==> config.mk <==
export PLATFORM = sky130hd
export DESIGN_NAME = weight_fetch_seq
export DESIGN_NICKNAME = d
export VERILOG_FILES = /design/src/rtl/weight_fetch_seq.sv
export SDC_FILE = /design/constraint.sdc
export NUM_CORES = 1
export LEC_CHECK = 0
export CAP_MARGIN = 10
export CORE_MARGIN = 1.5
export CORE_UTILIZATION = 59
export CTS_CLUSTER_DIAMETER = 60
export DETAILED_ROUTE_END_ITERATION = 16
export PLACE_DENSITY = 0.84
export SYNTH_ARGS = -nofsm -noshare
export SYNTH_HDL_FRONTEND = slang
export SYNTH_SLANG_ARGS = --single-unit
export TNS_END_PERCENT = 10
==> constraint.sdc <==
create_clock -name clk -period 6.98 [get_ports clk]
set_clock_uncertainty 0.1 [all_clocks]
set_input_delay 1.396 -clock clk [delete_from_list [all_inputs] [get_ports clk]]
set_output_delay 1.396 -clock clk [all_outputs]
set_load 0.01 [all_outputs]
==> src/rtl/weight_fetch_seq.sv <==
// Read sequencer in front of the flash controller: one read in flight at a time, words buffered
// in a small FIFO for the weight consumer. Optional FETCH_CHECKSUM_EN adds a running word sum.
module weight_fetch_seq #(
   parameter int unsigned ADDR_W     = 16,
   parameter int unsigned DATA_W     = 16,
   parameter int unsigned READ_LAT   = 13,
   parameter int unsigned FIFO_DEPTH = 4
) (
   input  logic              clk,
   input  logic              n_rst,
   input  logic              start,
   input  logic [ADDR_W-1:0] base_addr,
   input  logic [ADDR_W-1:0] num_words,
   output logic              busy,
   output logic              done,
   output logic              mem_ready,
   output logic [ADDR_W-1:0] mem_addr,
   input  logic [DATA_W-1:0] mem_data,
   output logic [DATA_W-1:0] wt_data,
   output logic              wt_valid,
   input  logic              wt_ready
`ifdef FETCH_CHECKSUM_EN
   ,
   output logic [DATA_W-1:0] checksum
`endif
);

   localparam int unsigned PTR_W  = $clog2(FIFO_DEPTH);
   localparam int unsigned CNT_W  = PTR_W + 1;
   localparam int unsigned WCNT_W = (READ_LAT > 2) ? $clog2(READ_LAT) : 1;
   // WAIT spans READ_LAT-1 cycles, counter runs 0 .. READ_LAT-2
   localparam logic [WCNT_W-1:0] WAIT_LAST = WCNT_W'(READ_LAT - 2);

   typedef enum logic [2:0] {StIdle, StIssue, StWait, StCapture, StFinish} state_e;

   state_e              state_q, state_d;
   logic [ADDR_W-1:0]   addr_q, addr_d;
   logic [ADDR_W-1:0]   rem_q, rem_d;
   logic [WCNT_W-1:0]   wcnt_q, wcnt_d;
   logic                mem_ready_q, mem_ready_d;
   logic                busy_q, busy_d;
   logic                done_q, done_d;
   logic [DATA_W-1:0]   fifo_q [FIFO_DEPTH];
   logic [DATA_W-1:0]   fifo_d [FIFO_DEPTH];
   logic [PTR_W-1:0]    wr_ptr_q, wr_ptr_d;
   logic [PTR_W-1:0]    rd_ptr_q, rd_ptr_d;
   logic [CNT_W-1:0]    count_q, count_d;
   logic [DATA_W-1:0]   wt_data_q, wt_data_d;
   logic                push, pop;
`ifdef FETCH_CHECKSUM_EN
   logic [DATA_W-1:0]   checksum_q, checksum_d;
`endif

   always_comb begin
      state_d  = state_q;
      addr_d   = addr_q;
      rem_d    = rem_q;
      wcnt_d   = wcnt_q;
      done_d   = 1'b0;
      push     = 1'b0;
      pop      = (count_q != '0) && wt_ready;
`ifdef FETCH_CHECKSUM_EN
      checksum_d = checksum_q;
`endif

      unique case (state_q)
         StIdle: begin
            if (start) begin
`ifdef FETCH_CHECKSUM_EN
               checksum_d = '0;
`endif
               if (num_words != '0) begin
                  addr_d  = base_addr;
                  rem_d   = num_words;
                  state_d = StIssue;
               end else begin
                  state_d = StFinish;
               end
            end
         end
         StIssue: begin
            // mem_ready_q already encodes the FIFO-room decision for this cycle
            if (mem_ready_q) begin
               wcnt_d  = '0;
               state_d = StWait;
            end
         end
         StWait: begin
            wcnt_d = wcnt_q + WCNT_W'(1);
            if (wcnt_q == WAIT_LAST) begin
               state_d = StCapture;
            end
         end
         StCapture: begin
            push   = 1'b1;
            addr_d = addr_q + ADDR_W'(1);
            rem_d  = rem_q - ADDR_W'(1);
`ifdef FETCH_CHECKSUM_EN
            checksum_d = checksum_q + mem_data;
`endif
            state_d = (rem_q == ADDR_W'(1)) ? StFinish : StIssue;
         end
         StFinish: begin
            if (count_q == '0) begin
               done_d  = 1'b1;
               state_d = StIdle;
            end
         end
         default: state_d = StIdle;
      endcase

      fifo_d   = fifo_q;
      wr_ptr_d = wr_ptr_q;
      rd_ptr_d = rd_ptr_q;
      if (push) begin
         fifo_d[wr_ptr_q] = mem_data;
         wr_ptr_d         = wr_ptr_q + PTR_W'(1);
      end
      if (pop) begin
         rd_ptr_d = rd_ptr_q + PTR_W'(1);
      end
      count_d = count_q + CNT_W'(push) - CNT_W'(pop);

      // Head word is registered; fifo_d already holds a same-cycle push
      wt_data_d = (count_d != '0) ? fifo_d[rd_ptr_d] : wt_data_q;

      mem_ready_d = (state_d == StIssue) && (count_d < CNT_W'(FIFO_DEPTH));
      busy_d      = (state_d != StIdle) || done_d;
   end

   always_ff @(posedge clk or negedge n_rst) begin
      if (!n_rst) begin
         state_q     <= StIdle;
         addr_q      <= '0;
         rem_q       <= '0;
         wcnt_q      <= '0;
         mem_ready_q <= 1'b0;
         busy_q      <= 1'b0;
         done_q      <= 1'b0;
         fifo_q      <= '{default: '0};
         wr_ptr_q    <= '0;
         rd_ptr_q    <= '0;
         count_q     <= '0;
         wt_data_q   <= '0;
`ifdef FETCH_CHECKSUM_EN
         checksum_q  <= '0;
`endif
      end else begin
         state_q     <= state_d;
         addr_q      <= addr_d;
         rem_q       <= rem_d;
         wcnt_q      <= wcnt_d;
         mem_ready_q <= mem_ready_d;
         busy_q      <= busy_d;
         done_q      <= done_d;
         fifo_q      <= fifo_d;
         wr_ptr_q    <= wr_ptr_d;
         rd_ptr_q    <= rd_ptr_d;
         count_q     <= count_d;
         wt_data_q   <= wt_data_d;
`ifdef FETCH_CHECKSUM_EN
         checksum_q  <= checksum_d;
`endif
      end
   end

   assign busy      = busy_q;
   assign done      = done_q;
   assign mem_ready = mem_ready_q;
   assign mem_addr  = addr_q;
   assign wt_data   = wt_data_q;
   assign wt_valid  = (count_q != '0);
`ifdef FETCH_CHECKSUM_EN
   assign checksum  = checksum_q;
`endif

   a_ready_pulse: assert property (@(posedge clk) disable iff (!n_rst)
      mem_ready |=> !mem_ready);
   a_capture_room: assert property (@(posedge clk) disable iff (!n_rst)
      (state_q == StCapture) |-> (count_q < CNT_W'(FIFO_DEPTH)));
   a_done_busy: assert property (@(posedge clk) disable iff (!n_rst)
      done |-> busy);

endmodule

Yosys cells after proc, flatten, opt, wreduce, memory -nomap -nowiden. Cells that the tools add are included.

Input bits: 52. Flip-flop bits (word level): 129. Logic and storage cells: 78. Output and inout bits: 36.

Add/sub/neg operators: 7. Bitwise gates (word level): 2. Multiplexer cells: 26. Reduce and logical (&&, ||, !) cells: 14. Magnitude comparators: 4. Equality and inequality tests: 10.

Operator list (number): 16-bit 2-to-1 mux (7); 64-bit bitwise mux (1); 64-bit 2-to-1 mux (1); 16-bit one-hot mux with 2 select lines (2); 16-bit binary-select mux with 2-bit select (1); 16-bit demux with 2-bit select (1); 3-bit 2-to-1 mux (6); 16-bit by 1-bit adder with 16-bit output, second input constant (1); 16-bit by 1-bit == test with 1-bit output, second input constant (1); 16-bit nonzero test (1); 16-bit by 1-bit subtractor with 16-bit output, second input constant (1); 3-bit one-hot mux with 5 select lines (1); 3-bit nonzero test (3); 4-bit one-hot mux with 2 select lines (1); 3-bit by 1-bit == test with 1-bit output, second input constant (2); 3-bit by 2-bit == test with 1-bit output, second input constant (2); 3-bit greater-or-equal comparator, second input constant (2); 3-bit logical NOT (2); 2-bit inequality test, second input constant (3); 2-bit inverter with 3-bit output (2); 2-bit by 1-bit adder with 2-bit output, second input constant (2); 4-bit by 1-bit adder with 4-bit output, second input constant (1); 4-bit == test, second input constant (1); 4-bit 2-to-1 mux (1); other kinds (12) (17).

Longest topological paths before layout.
Depth in word-level cells: 10. Gate-level depth with buffers: 14. Mapped depth without buffers: 11.

Least setup slack after synthesis. Ideal clock, no wire load.

Kind: input port to flip-flop. Start: input wt_ready. End: register wt_data_q[10] (netlist: wt_data[10]). Buffers on the path: 1. Data required time: 6745 ps. Arrival time: 3272 ps. Stages: 10. Slack: 3473 ps. Cells stage by stage: o31ai_4 inv_1 ha_1 inv_1 ha_1 fa_1 xnor3_1 nor3_4 clkbuf_1 o31ai_1.

RTL lines: start: declaration (RTL line 21) `input logic wt_ready`; 1-bit logical AND (RTL line 61) `pop = (count_q != '0) && wt_ready;`; 3-bit by 1-bit subtractor with 3-bit output (RTL line 122) `count_d = count_q + CNT_W'(push) - CNT_W'(pop);`; named net count_d[2] (RTL line 47) `logic [CNT_W-1:0] count_q, count_d;`; 3-bit nonzero test (RTL line 125) `wt_data_d = (count_d != '0) ? fifo_d[rd_ptr_d] : wt_data_q;`; end signal: assignment (RTL line 160) `wt_data_q <= wt_data_d;`; end: declaration (RTL line 48) `logic [DATA_W-1:0] wt_data_q, wt_data_d;`.

The timed path passes the listed nets, and every way through them passes these cells. The select of a mux whose other input is x is not followed. A chain may end at the register's enable or synchronous reset.

Worst setup path in the final report.
Start: register state_q[1]. End: register wt_data_q[4] (netlist: wt_data[4]).

RTL lines: start: declaration (RTL line 36) `state_e state_q, state_d;`; start signal: assignment (RTL line 133) `state_q <= StIdle;`; start signal: assignment (RTL line 149) `state_q <= state_d;`; 3-bit by 2-bit == test with 1-bit output (RTL line 66) `unique case (state_q)`; 1-bit 2-to-1 mux (RTL line 66); 3-bit by 1-bit adder with 3-bit output (RTL line 122); 3-bit by 1-bit subtractor with 3-bit output (RTL line 122); named net count_d[2] (RTL line 47); 3-bit nonzero test (RTL line 125).

The timed path passes the listed nets, and every way through them passes these cells. The select of a mux whose other input is x is not followed.

==> metrics.txt <==
hold buffers post-CTS 0; Final HPWL DP 9330 um; Max Cap Viol 0; Ant. Diodes 0; Area after DPL 7180 sq um; Synth Area in Simple Gates 10.3%; # setup viols final 0; multiplexer share of the synthesized area 17.1%; final critical-path share of the clock period 58.0%; Worst setup EP type flop; Post-Syn Area 6280 sq um; largest net degree at the start of global routing 68; Setup Slack @ Placement 2.50 ns; cell count after synthesis 526; share of layout cells above drive strength 1 16.1%; post-route ant nets 0; Cell variety after synth 66; router iterations before antenna repair 5; worst IR drop on VDD 0.231 mV; crit path max fanout 34; FF+latch count, synth 129; clock buffer depth 2; antenna violations before repair 0; die height 106 um; Iter 0 DRT Violations 302; Wirelength per Cell 19.8 um; IO Count 88; initial core utilization 60.8%; Die W 106 um; Area growth syn-to-layout 23.5%; Max Transition Viols Final 0; nets 672; hold_ws 0.388 ns; GPL Wtd Cong 0.840; post-route cell area 7750 sq um; adder-cell area share of the yosys netlist 2.31%; largest family of logic cells by synthesized area multiplexers; Clock Latency Late Sink 0.51 ns; Post-synth ARST share 100%; Setup Crit Path Kind reg -> reg; std cell rows 37; syn avg cell area 11.9 sq um; max_slew headroom 21.4%; I/O Buffers 87; CP startpoint kind flop; PwrDens 509 nW/um^2; CTS tree yes; Placed Cells 726; post-route setup slack 2.93 ns; outcome finished, final reports clean; xor-xnor portion of the synthesized cell area 1.20%; CTS sink count 129; first-pass GRT wire length 24300 um; setup_tns 0 ns; post-CTS setup buffer count 0; CTS buffer count 17; Fmax 0.247 GHz; vias in the first global route 4985; final wirelength 15000 um; cts repair resizes 0; routed via count 4796; Worst-path clk slew 0.07 ns; Vias/cell 6.33; EDFF count, synth 0; Non-Filler Instances 758; Die ar. 11300 sq um; worst hold stages 1; WP data required 7.23 ns; Hold WC Path Type reg -> reg; Arrival @ worst endpoint 4.30 ns; top_reg_cell synth dfrtp_1; Seq/Total Area, Yosys 51.4%; synth warn 0; minimum clock period 4.05 ns; Root Driver clkbuf_8; GRT Overall Usage 27.9%; main area contributors after synthesis dfrtp_1 51%, mux2_2 7.5%, mux2_1 6.6%; LEAKAGE 3.19 nW; DR DRC count 0; WHS Endpoint fifo_q[55]$_DFF_PN0_; Post-Synthesis Net Count 589; Congestion Overflow GR 0; H-tree levels 4; Reg2Reg Setup Slack 2.93 ns; Reg2Reg Depth 13; Core ar. 10300 sq um; reg2reg end wt_data[4]$_DFFE_PN0P_; compound-cell area share of the yosys netlist 14.1%; final hold viol count 0; reg2reg start state_q[1]$_DFF_PN0_; area leader, netlist dfrtp_1; top-area cell type share of the netlist area 51.4%; unrepaired setup endpoints after global routing false; pin slew with the least headroom to its limit 1.18 ns; hold path startpoint fifo_q[55]$_DFF_PN0_
[cell usage in the layout, fill, tap and decap left out, types with 10 or more instances in the layout]
cell type	netlist	final
a21oi_1	30	30
a22oi_1	18	18
clkbuf_16	0	16
clkdlybuf4s50_1	0	86
dfrtp_1	129	129
ha_1	10	10
inv_1	13	13
mux2_1	37	37
mux2_2	42	42
mux2i_1	17	17
nand2_1	20	20
nor2_1	43	43
nor3_1	11	11
o21ai_0	12	12
o31ai_1	18	18
[power by group]
part | switching (mW) | internal [mW]
logic | 0.895 | 0.806
clock network | 0.363 | 0.494
registers | 0.262 | 1.12
[worst max-delay path: stages (launching register included)]
cell     delay, ns
dfrtp_1       0.70
and3b_1       0.24
buf_4         0.35
inv_2         0.24
ha_1          0.35
inv_1         0.04
ha_1          0.18
fa_1          0.37
xnor3_1       0.26
nor3_4        0.13
buf_4         0.37
nor2_4        0.17
a22oi_1       0.23
o31ai_1       0.12
[state kept, by name (all words and copies together) (netlist names)]
register and cells:
busy 1, count_q 3, done 1, fifo_q 64, mem_addr 16, mem_ready 1, rd_ptr_q 2, rem_q 16
state_q 3, wcnt_q 4, wr_ptr_q 2, wt_data 16
[metrics by stage]
step,utilization (%),power (mW)
final,75.1,3.94
after floorplan,-,2.52
after global placement,69.6,2.93
after CTS,75.1,3.94
after detailed placement,69.6,3.03
after global routing,75.1,4.17
[how the worst max path moves through the flow]
stage / start / end / slack [ns] / depth (start not counted)
3_5_place_dp: wt_ready / wt_data[15]$_DFFE_PN0P_ / 2.50 / 13
6_report: state_q[1]$_DFF_PN0_ / wt_data[4]$_DFFE_PN0P_ / 2.93 / 13
2_1_floorplan: wt_ready / wt_data[10]$_DFFE_PN0P_ / 3.47 / 10
4_1_cts: wt_ready / wt_data[4]$_DFFE_PN0P_ / 2.91 / 13
5_1_grt: state_q[1]$_DFF_PN0_ / wt_data[4]$_DFFE_PN0P_ / 2.72 / 13
3_3_place_gp: wt_ready / wt_data[10]$_DFFE_PN0P_ / 2.65 / 13
[metal layers]
layer,vias to the layer above,GRT usage [%],part of all wire (%)
met5,-,0,0
met4,0,11.6,1.7
met3,31,6.68,5.5
met2,219,48.2,52
met1,2405,33.4,40
li1,2141,-,-
[final cells by class]
class | instances | area, sq um
Inverter | 16 | 62.6
Clock buffer | 18 | 428
Sequential cell | 129 | 3230
Timing Repair Buffer | 90 | 891
Fill cell | 676 | 2570
Clock inverter | 14 | 144
Multi-Input combinational cell | 355 | 2830
Tap cell | 136 | 170
[synthesized netlist by cell type, types with 7 or more instances]
cell and n:
dfrtp_1 129, nor2_1 43, mux2_2 42, mux2_1 37, a21oi_1 30, nand2_1 20
a22oi_1 18, o31ai_1 18, mux2i_1 17, inv_1 13, o21ai_0 12, nor3_1 11
clkbuf_1 10, ha_1 10, a311oi_1 7, nand3_1 7, nand4_1 7
[cell families (layout without fill, tap and decap cells)]
logic type / count (synthesis) / count (layout)
muxes: 97 / 97
adders and majority gates: 11 / 11
AOI/OAI and AO/OA: 124 / 124
and+or+nand+nor: 119 / 119
xor gates and xnor gates: 4 / 4
buffers and inverters: 42 / 138
DFF: 129 / 129
Power figures use the tool's default switching activity.
